===== config.mk =====
export PLATFORM = sky130hd
export DESIGN_NAME = crc_engine_flat
export DESIGN_NICKNAME = d
export VERILOG_FILES = /design/src/rtl/crc_pkg.sv /design/src/rtl/crc_engine_if.sv /design/src/rtl/crc_step_comb.sv /design/src/rtl/crc_engine.sv /design/src/flat_wrapper.sv
export SDC_FILE = /design/constraint.sdc
export NUM_CORES = 1
export LEC_CHECK = 0
export BUFFER_PORTS_ARGS = -buffer_cell sky130_fd_sc_hd__buf_2
export CAP_MARGIN = 20
export CORE_AREA = 2 2 88 90
export DETAILED_ROUTE_END_ITERATION = 8
export DIE_AREA = 0 0 90 92
export PLACE_DENSITY = 0.8
export SYNTH_ARGS = -nofsm -noshare
export SYNTH_HDL_FRONTEND = slang
export SYNTH_SLANG_ARGS = --single-unit

===== constraint.sdc =====
create_clock -name clk_in -period 2.88 [get_ports clk_in]
set_input_delay 0.144 -clock clk_in [delete_from_list [all_inputs] [get_ports clk_in]]
set_output_delay 0.144 -clock clk_in [all_outputs]
set_load 0.005 [all_outputs]

===== src/rtl/crc_pkg.sv =====
// Shared CRC definitions: FSM state type, preset polynomials and the bit-level
// helpers used by the engine and its step calculator. Helpers operate on a
// 32-bit container and take the active width as an argument so every supported
// CRC width can share one implementation.
package crc_pkg;

  localparam int unsigned MAX_W = 32;
  localparam int unsigned LEN_W = 16;

  localparam logic [15:0] CRC16_CCITT_POLY = 16'h1021;
  localparam logic [31:0] CRC32_POLY       = 32'h04C11DB7;

  typedef enum logic [0:0] {
    ST_IDLE  = 1'b0,
    ST_ACCUM = 1'b1
  } crc_state_e;

  // Reverse the low w bits of v; bits above w come back as zero.
  function automatic logic [MAX_W-1:0] bit_rev(input logic [MAX_W-1:0] v,
                                               input int unsigned w);
    logic [MAX_W-1:0] r;
    r = '0;
    for (int unsigned i = 0; i < MAX_W; i++) begin
      if (i < w) r[5'(i)] = v[5'(w - 1 - i)];
    end
    return r;
  endfunction

  // One serial LFSR step on a w-bit register held in the low bits of acc.
  function automatic logic [MAX_W-1:0] lfsr_step(input logic [MAX_W-1:0] acc,
                                                 input logic             din,
                                                 input logic [MAX_W-1:0] poly,
                                                 input int unsigned      w);
    logic             fb;
    logic [MAX_W-1:0] nxt;
    logic [MAX_W-1:0] mask;
    fb   = acc[5'(w - 1)] ^ din;
    nxt  = (acc << 1) ^ (fb ? poly : '0);
    mask = (w >= MAX_W) ? '1 : ((MAX_W'(1) << w) - MAX_W'(1));
    return nxt & mask;
  endfunction

endpackage


===== src/rtl/crc_engine_if.sv =====
// Beat-in / result-out bus of the CRC engine.
//   in_*      : beat stream (valid/ready, data, last, abort) plus chk_crc
//   out_*     : result (valid/ready, crc, match flag, beat count)
// slave is the engine side, master is the producer/consumer side.
interface crc_engine_if
  import crc_pkg::*;
#(
  parameter int unsigned DATA_W = 16,
  parameter int unsigned CRC_W  = 16
);
  logic              in_valid;
  logic              in_ready;
  logic [DATA_W-1:0] in_data;
  logic              in_last;
  logic              in_abort;
  logic [CRC_W-1:0]  chk_crc;
  logic              out_valid;
  logic              out_ready;
  logic [CRC_W-1:0]  out_crc;
  logic              out_match;
  logic [LEN_W-1:0]  out_len;

  modport slave (
    input  in_valid, in_data, in_last, in_abort, chk_crc, out_ready,
    output in_ready, out_valid, out_crc, out_match, out_len
  );

  modport master (
    output in_valid, in_data, in_last, in_abort, chk_crc, out_ready,
    input  in_ready, out_valid, out_crc, out_match, out_len
  );
endinterface


===== src/rtl/crc_step_comb.sv =====
// Combinational next-accumulator: applies DATA_W serial LFSR steps to acc_in,
// feeding data MSB first (LSB first when REFLECT_IN).
//   acc_in  : accumulator before the beat
//   data_in : beat payload
//   acc_out : accumulator after the beat
module crc_step_comb
  import crc_pkg::*;
#(
  parameter int unsigned      DATA_W     = 16,
  parameter int unsigned      CRC_W      = 16,
  parameter logic [CRC_W-1:0] POLY       = CRC_W'(CRC16_CCITT_POLY),
  parameter bit               REFLECT_IN = 1'b0
) (
  input  logic [CRC_W-1:0]  acc_in,
  input  logic [DATA_W-1:0] data_in,
  output logic [CRC_W-1:0]  acc_out
);

  // Unrolled bit-serial update, one step per payload bit.
  always_comb begin
    logic [CRC_W-1:0] acc;
    logic             din;
    acc = acc_in;
    for (int i = 0; i < int'(DATA_W); i++) begin
      din = REFLECT_IN ? data_in[i] : data_in[int'(DATA_W) - 1 - i];
      acc = CRC_W'(lfsr_step(MAX_W'(acc), din, MAX_W'(POLY), CRC_W));
    end
    acc_out = acc;
  end

endmodule


===== src/rtl/crc_engine.sv =====
// Streaming CRC engine: accumulates one beat per cycle, produces a registered
// result (crc, match against chk_crc, beat count) one cycle after the last beat.
//   clk_in, rst : clock, asynchronous active-high reset
//   bus         : crc_engine_if slave (beat input, result output)
// in_ready is combinational from out_valid/out_ready so a stalled result
// back-pressures the beat stream.
module crc_engine
  import crc_pkg::*;
#(
  parameter int unsigned      DATA_W      = 16,
  parameter int unsigned      CRC_W       = 16,
  parameter logic [CRC_W-1:0] POLY        = CRC_W'(CRC16_CCITT_POLY),
  parameter logic [CRC_W-1:0] INIT        = '0,
  parameter logic [CRC_W-1:0] XOR_OUT     = '0,
  parameter bit               REFLECT_IN  = 1'b0,
  parameter bit               REFLECT_OUT = 1'b0
) (
  input  logic         clk_in,
  input  logic         rst,
  crc_engine_if.slave  bus
);

  localparam logic [LEN_W-1:0] LEN_MAX = '1;

  crc_state_e       state_q, state_d;
  logic [CRC_W-1:0] acc_q, acc_d;
  logic [LEN_W-1:0] cnt_q, cnt_d;
  logic             out_valid_q, out_valid_d;
  logic [CRC_W-1:0] out_crc_q, out_crc_d;
  logic             out_match_q, out_match_d;
  logic [LEN_W-1:0] out_len_q, out_len_d;

  logic             in_ready;
  logic             accept;
  logic [CRC_W-1:0] acc_base;
  logic [CRC_W-1:0] acc_next;
  logic [LEN_W-1:0] cnt_base;
  logic [LEN_W-1:0] cnt_inc;
  logic [CRC_W-1:0] crc_final;

  assign in_ready = !out_valid_q || bus.out_ready;
  assign accept   = bus.in_valid && in_ready;

  // First beat of a frame always starts from INIT.
  assign acc_base = (state_q == ST_IDLE) ? INIT : acc_q;
  assign cnt_base = (state_q == ST_IDLE) ? '0 : cnt_q;
  assign cnt_inc  = (cnt_base == LEN_MAX) ? cnt_base : cnt_base + LEN_W'(1);

  crc_step_comb #(
    .DATA_W     (DATA_W),
    .CRC_W      (CRC_W),
    .POLY       (POLY),
    .REFLECT_IN (REFLECT_IN)
  ) u_step (
    .acc_in  (acc_base),
    .data_in (bus.in_data),
    .acc_out (acc_next)
  );

  assign crc_final = (REFLECT_OUT ? CRC_W'(bit_rev(MAX_W'(acc_next), CRC_W)) : acc_next)
                     ^ XOR_OUT;

  // Next-state and result logic; abort outranks any beat in the same cycle.
  always_comb begin
    state_d     = state_q;
    acc_d       = acc_q;
    cnt_d       = cnt_q;
    out_valid_d = out_valid_q;
    out_crc_d   = out_crc_q;
    out_match_d = out_match_q;
    out_len_d   = out_len_q;

    if (out_valid_q && bus.out_ready) out_valid_d = 1'b0;

    if (bus.in_abort) begin
      state_d = ST_IDLE;
      acc_d   = INIT;
      cnt_d   = '0;
    end else if (accept) begin
      if (bus.in_last) begin
        state_d     = ST_IDLE;
        acc_d       = INIT;
        cnt_d       = '0;
        out_valid_d = 1'b1;
        out_crc_d   = crc_final;
        out_match_d = (crc_final == bus.chk_crc);
        out_len_d   = cnt_inc;
      end else begin
        state_d = ST_ACCUM;
        acc_d   = acc_next;
        cnt_d   = cnt_inc;
      end
    end
  end

  always_ff @(posedge clk_in or posedge rst) begin
    if (rst) begin
      state_q     <= ST_IDLE;
      acc_q       <= INIT;
      cnt_q       <= '0;
      out_valid_q <= 1'b0;
      out_crc_q   <= '0;
      out_match_q <= 1'b0;
      out_len_q   <= '0;
    end else begin
      state_q     <= state_d;
      acc_q       <= acc_d;
      cnt_q       <= cnt_d;
      out_valid_q <= out_valid_d;
      out_crc_q   <= out_crc_d;
      out_match_q <= out_match_d;
      out_len_q   <= out_len_d;
    end
  end

  assign bus.in_ready  = in_ready;
  assign bus.out_valid = out_valid_q;
  assign bus.out_crc   = out_crc_q;
  assign bus.out_match = out_match_q;
  assign bus.out_len   = out_len_q;

endmodule


===== src/flat_wrapper.sv =====
// flat-port wrapper written by rule: the top's interface ports become plain ports
module crc_engine_flat import crc_pkg::*;
#(
  parameter int unsigned      DATA_W      = 16,
  parameter int unsigned      CRC_W       = 16,
  parameter logic [CRC_W-1:0] POLY        = CRC_W'(CRC16_CCITT_POLY),
  parameter logic [CRC_W-1:0] INIT        = '0,
  parameter logic [CRC_W-1:0] XOR_OUT     = '0,
  parameter bit               REFLECT_IN  = 1'b0,
  parameter bit               REFLECT_OUT = 1'b0
)
  (clk_in, rst, bus_in_valid, bus_in_data, bus_in_last, bus_in_abort, bus_chk_crc, bus_out_ready, bus_in_ready, bus_out_valid, bus_out_crc, bus_out_match, bus_out_len);
  crc_engine_if #(.DATA_W(DATA_W), .CRC_W(CRC_W)) bus_i ();
  input  logic clk_in;
  input  logic rst;
  input wire logic [$bits(bus_i.in_valid)-1:0] bus_in_valid;
  input wire logic [$bits(bus_i.in_data)-1:0] bus_in_data;
  input wire logic [$bits(bus_i.in_last)-1:0] bus_in_last;
  input wire logic [$bits(bus_i.in_abort)-1:0] bus_in_abort;
  input wire logic [$bits(bus_i.chk_crc)-1:0] bus_chk_crc;
  input wire logic [$bits(bus_i.out_ready)-1:0] bus_out_ready;
  output wire logic [$bits(bus_i.in_ready)-1:0] bus_in_ready;
  output wire logic [$bits(bus_i.out_valid)-1:0] bus_out_valid;
  output wire logic [$bits(bus_i.out_crc)-1:0] bus_out_crc;
  output wire logic [$bits(bus_i.out_match)-1:0] bus_out_match;
  output wire logic [$bits(bus_i.out_len)-1:0] bus_out_len;
  assign bus_i.in_valid = bus_in_valid;
  assign bus_i.in_data = bus_in_data;
  assign bus_i.in_last = bus_in_last;
  assign bus_i.in_abort = bus_in_abort;
  assign bus_i.chk_crc = bus_chk_crc;
  assign bus_i.out_ready = bus_out_ready;
  assign bus_in_ready = bus_i.in_ready;
  assign bus_out_valid = bus_i.out_valid;
  assign bus_out_crc = bus_i.out_crc;
  assign bus_out_match = bus_i.out_match;
  assign bus_out_len = bus_i.out_len;
  crc_engine #(.DATA_W(DATA_W), .CRC_W(CRC_W), .POLY(POLY), .INIT(INIT), .XOR_OUT(XOR_OUT), .REFLECT_IN(REFLECT_IN), .REFLECT_OUT(REFLECT_OUT)) u_core (.clk_in(clk_in), .rst(rst), .bus(bus_i));
endmodule

==> results.sh <==
export IMPL_grt_pass1_vias=3146
export IMPL_synthCells=384
export IMPL_clkSinkCount=67
export IMPL_grt_start_max_net_pins=50
export IMPL_netlist_area_sq_um=3880
export IMPL_grt_pass1_wl_mm=15.8
export IMPL_nets=506
export IMPL_dp_hpwl_mm=6.71
export IMPL_p_leak_nw=2.17
export IMPL_antenna_found_initial=0
export IMPL_maxCapViolations=0
export IMPL_yosysWarnings=0
export IMPL_endpoint_kind="register"
export IMPL_antenna_cells=0
export IMPL_ys_types=44
export IMPL_fin_setup_tns_ns=0
export IMPL_place_congestion=0.904
export IMPL_synth_edf_count=0
export IMPL_async_reset_ff_share_pct=100
export IMPL_dieArea_sq_um=8280
export IMPL_status="complete, no violations"
export IMPL_start_util_pct=52.1
export IMPL_fin_ws_ns=0.255
export IMPL_clk_latency_ns=0.35
export IMPL_cts_repair_resized=0
export IMPL_drc=0
export IMPL_cts_root_buffer="clkbuf_8"
export IMPL_fin_util_pct=62.6
export IMPL_ir_drop_v=0.000263
export IMPL_slew_headroom_pct=46.8
export IMPL_clk_path_buf_depth=2
export IMPL_grt_util_all_layers_pct=24.1
export IMPL_syn_to_final_growth_pct=20.1
export IMPL_critPathLaunchType="register"
export IMPL_crit_slowest_cell="dfrtp_1"
export IMPL_port_buffers=72
export IMPL_final_hold_violation_count=0
export IMPL_drt_iter0_drc=214
export IMPL_min_path_type="in2reg"
export IMPL_design_area_sq_um=4660
export IMPL_worst_setup_path_type="reg2reg"
export IMPL_cpPeakStageDelay_ns=0.52
export IMPL_crit_chain="buf_4 > nand2_1 > inv_1 > ha_1 > nand4_1 > or3_1 > and2_0 > nand3_1 > xor2_1 > o21ai_0"
export IMPL_pin_count=73
export IMPL_path_max_fanout=16
export IMPL_wire_per_inst_um=16.2
export IMPL_fp_dieW_um=90
export IMPL_drive_gt1_share_pct=27.5
export IMPL_cp_required_ns=3.10
export IMPL_synth_area_per_cell_sq_um=10.1
export IMPL_num_vias=3138
export IMPL_ys_ff_latch=67
export IMPL_critPathBufInv=2
export IMPL_fmax_mhz=381
export IMPL_htreeDepth=3
export IMPL_worst_pin_slew_ns=0.793
export IMPL_slew_violations=0
export IMPL_layout_commonest_cell="buf_2"
export IMPL_rows=32
export IMPL_skew_ns=0.0118
export IMPL_fillCellCount=644
export IMPL_worst_path_dominant_cell_family="simple AND/OR/NAND/NOR gates"
export IMPL_p_per_area_nw_per_um2=624
export IMPL_cts_tree="built"
export IMPL_final_antenna_net_count=0
export IMPL_firstDrtPassIters=4
export IMPL_grt_setup_unrepaired="false"
export IMPL_period_needed_ns=2.62
export IMPL_synth_ff_type="dfrtp_1"
export IMPL_reg2reg_slack_ns=0.26
export IMPL_path_clk_slew_ns=0.08
export IMPL_wirelength_mm=9.31
export IMPL_cts_made_buffers=9
export IMPL_cp_arrival_ns=2.84
export IMPL_synth_nets=423
export IMPL_place_ws_ns=0.338
export IMPL_setup_violations=0
export IMPL_final_cell_mix="72 x buf_2, 67 x nand2_1, 67 x dfrtp_1, 48 x xnor2_1, 36 x o21ai_0"
export IMPL_vias_per_cell=5.47
export IMPL_core_area_sq_um=7450
export IMPL_gr_total_overflow=0
export IMPL_postPlaceCellArea_sq_um=4410
export IMPL_fin_crit_sh_pct=91.1
export IMPL_fp_dieH_um=92
export IMPL_ys_seq_area_share_pct=43.2
flip-flops by register name, indices dropped and copies added, names as in the netlist:
signal	flops
u_core.state_q	1
u_core.bus.out_len	16
u_core.acc_q	16
u_core.bus.out_crc	16
u_core.bus.out_match	1
u_core.cnt_q	16
u_core.bus.out_valid	1
area by class of cell:
type	instances	area (sq um)	share of cell area [%]
clock buffer	10	138	2.95
clock inverter	6	87.6	1.88
inverter	5	18.8	0.403
multi-input combinational	299	2140	45.9
sequential	67	1680	36.0
tap	102	128	2.74
timing repair buffer	85	473	10.1
synth_stat cells (2+ instances only):
| library cell | instances | area [sq um] |
|---|---|---|
| a21oi_1 | 9 | 45.0 |
| a22o_1 | 13 | 114 |
| a22o_2 | 2 | 20.0 |
| a32o_1 | 6 | 60.1 |
| and2_1 | 3 | 18.8 |
| and3_1 | 4 | 25.0 |
| and4_1 | 3 | 26.3 |
| clkbuf_1 | 10 | 37.5 |
| dfrtp_1 | 67 | 1680 |
| inv_1 | 4 | 15.0 |
| mux2_2 | 12 | 135 |
| mux2i_1 | 3 | 30.0 |
| nand2_1 | 67 | 251 |
| nand2b_1 | 3 | 18.8 |
| nand3_1 | 11 | 55.1 |
| nand4_1 | 2 | 12.5 |
| nor2_1 | 11 | 41.3 |
| nor2b_1 | 2 | 12.5 |
| nor3_1 | 7 | 35.0 |
| o21ai_0 | 36 | 180 |
| o31ai_1 | 4 | 30.0 |
| or2_2 | 2 | 12.5 |
| or3_1 | 4 | 25.0 |
| xnor2_1 | 48 | 420 |
| xnor2_2 | 4 | 65.1 |
| xnor3_1 | 3 | 67.6 |
| xnor3_2 | 2 | 47.6 |
| xor2_1 | 26 | 228 |
cells by family after synthesis:
kind of cell	after synthesis	synth area share [%]
buffers and inverters	18	1.87
and+or+nand+nor	122	14.3
adders and majority gates	1	0.322
xor gates and xnor gates	86	23.3
DFF	67	43.2
AOI/OAI and AO/OA	75	12.7
muxes	15	4.26
timing repair:
item | CTS | global route
hold endpoints to repair | 0 | 25
endpoints found under the setup margin | 0 | 0
buffers inserted | 0 | 0
hold buffers | 0 | 1
per-layer routing:
layer	up-vias	share of wire, %	track usage (%)
met5	-	0	0
met2	96	50	41.9
li1	1491	-	-
met1	1537	43	30.8
met4	0	2.0	8.72
met3	14	4.5	3.45
path summary, 6_finish.rpt:
kind | startpoint | cells after the start | end
setup / recovery | u_core.state_q$_DFFE_PP0P_ | 10 | u_core.bus.out_len[7]$_DFFE_PP0P_
setup reg to reg | u_core.state_q$_DFFE_PP0P_ | 10 | u_core.bus.out_len[7]$_DFFE_PP0P_
min in group asynchronous | rst | 3 | u_core.bus.out_len[15]$_DFFE_PP0P_
hold / removal | bus_out_ready | 3 | u_core.bus.out_valid$_DFF_PP0_
hold reg to reg | u_core.bus.out_len[10]$_DFFE_PP0P_ | 2 | u_core.bus.out_len[10]$_DFFE_PP0P_
max in group asynchronous | rst | 4 | u_core.bus.out_len[10]$_DFFE_PP0P_
tightest hold or removal path, stage by stage:
cell	delay (ns)
buf_2	0.08
nand2b_1	0.17
nand2_1	0.07
metrics by stage:
step | hold slack, ns | power [mW] | instances
floorplan | 0.400 | 1.72 | 384
global placement | 0.439 | 2.00 | 556
detailed placement | 0.459 | 2.02 | 556
CTS | 0.0789 | 2.92 | 572
global route | 0.182 | 3.05 | 574
finish | 0.144 | 2.91 | 574
power by group:
| group | total [mW] | internal (mW) | switching (mW) |
|---|---|---|---|
| Clock | 0.904 | 0.513 | 0.391 |
| Sequential | 1.16 | 1.07 | 0.0833 |
| Combinational | 0.848 | 0.425 | 0.424 |
| Total | 2.91 | 2.01 | 0.898 |
Note: power is estimated with default switching activity, not from simulation.
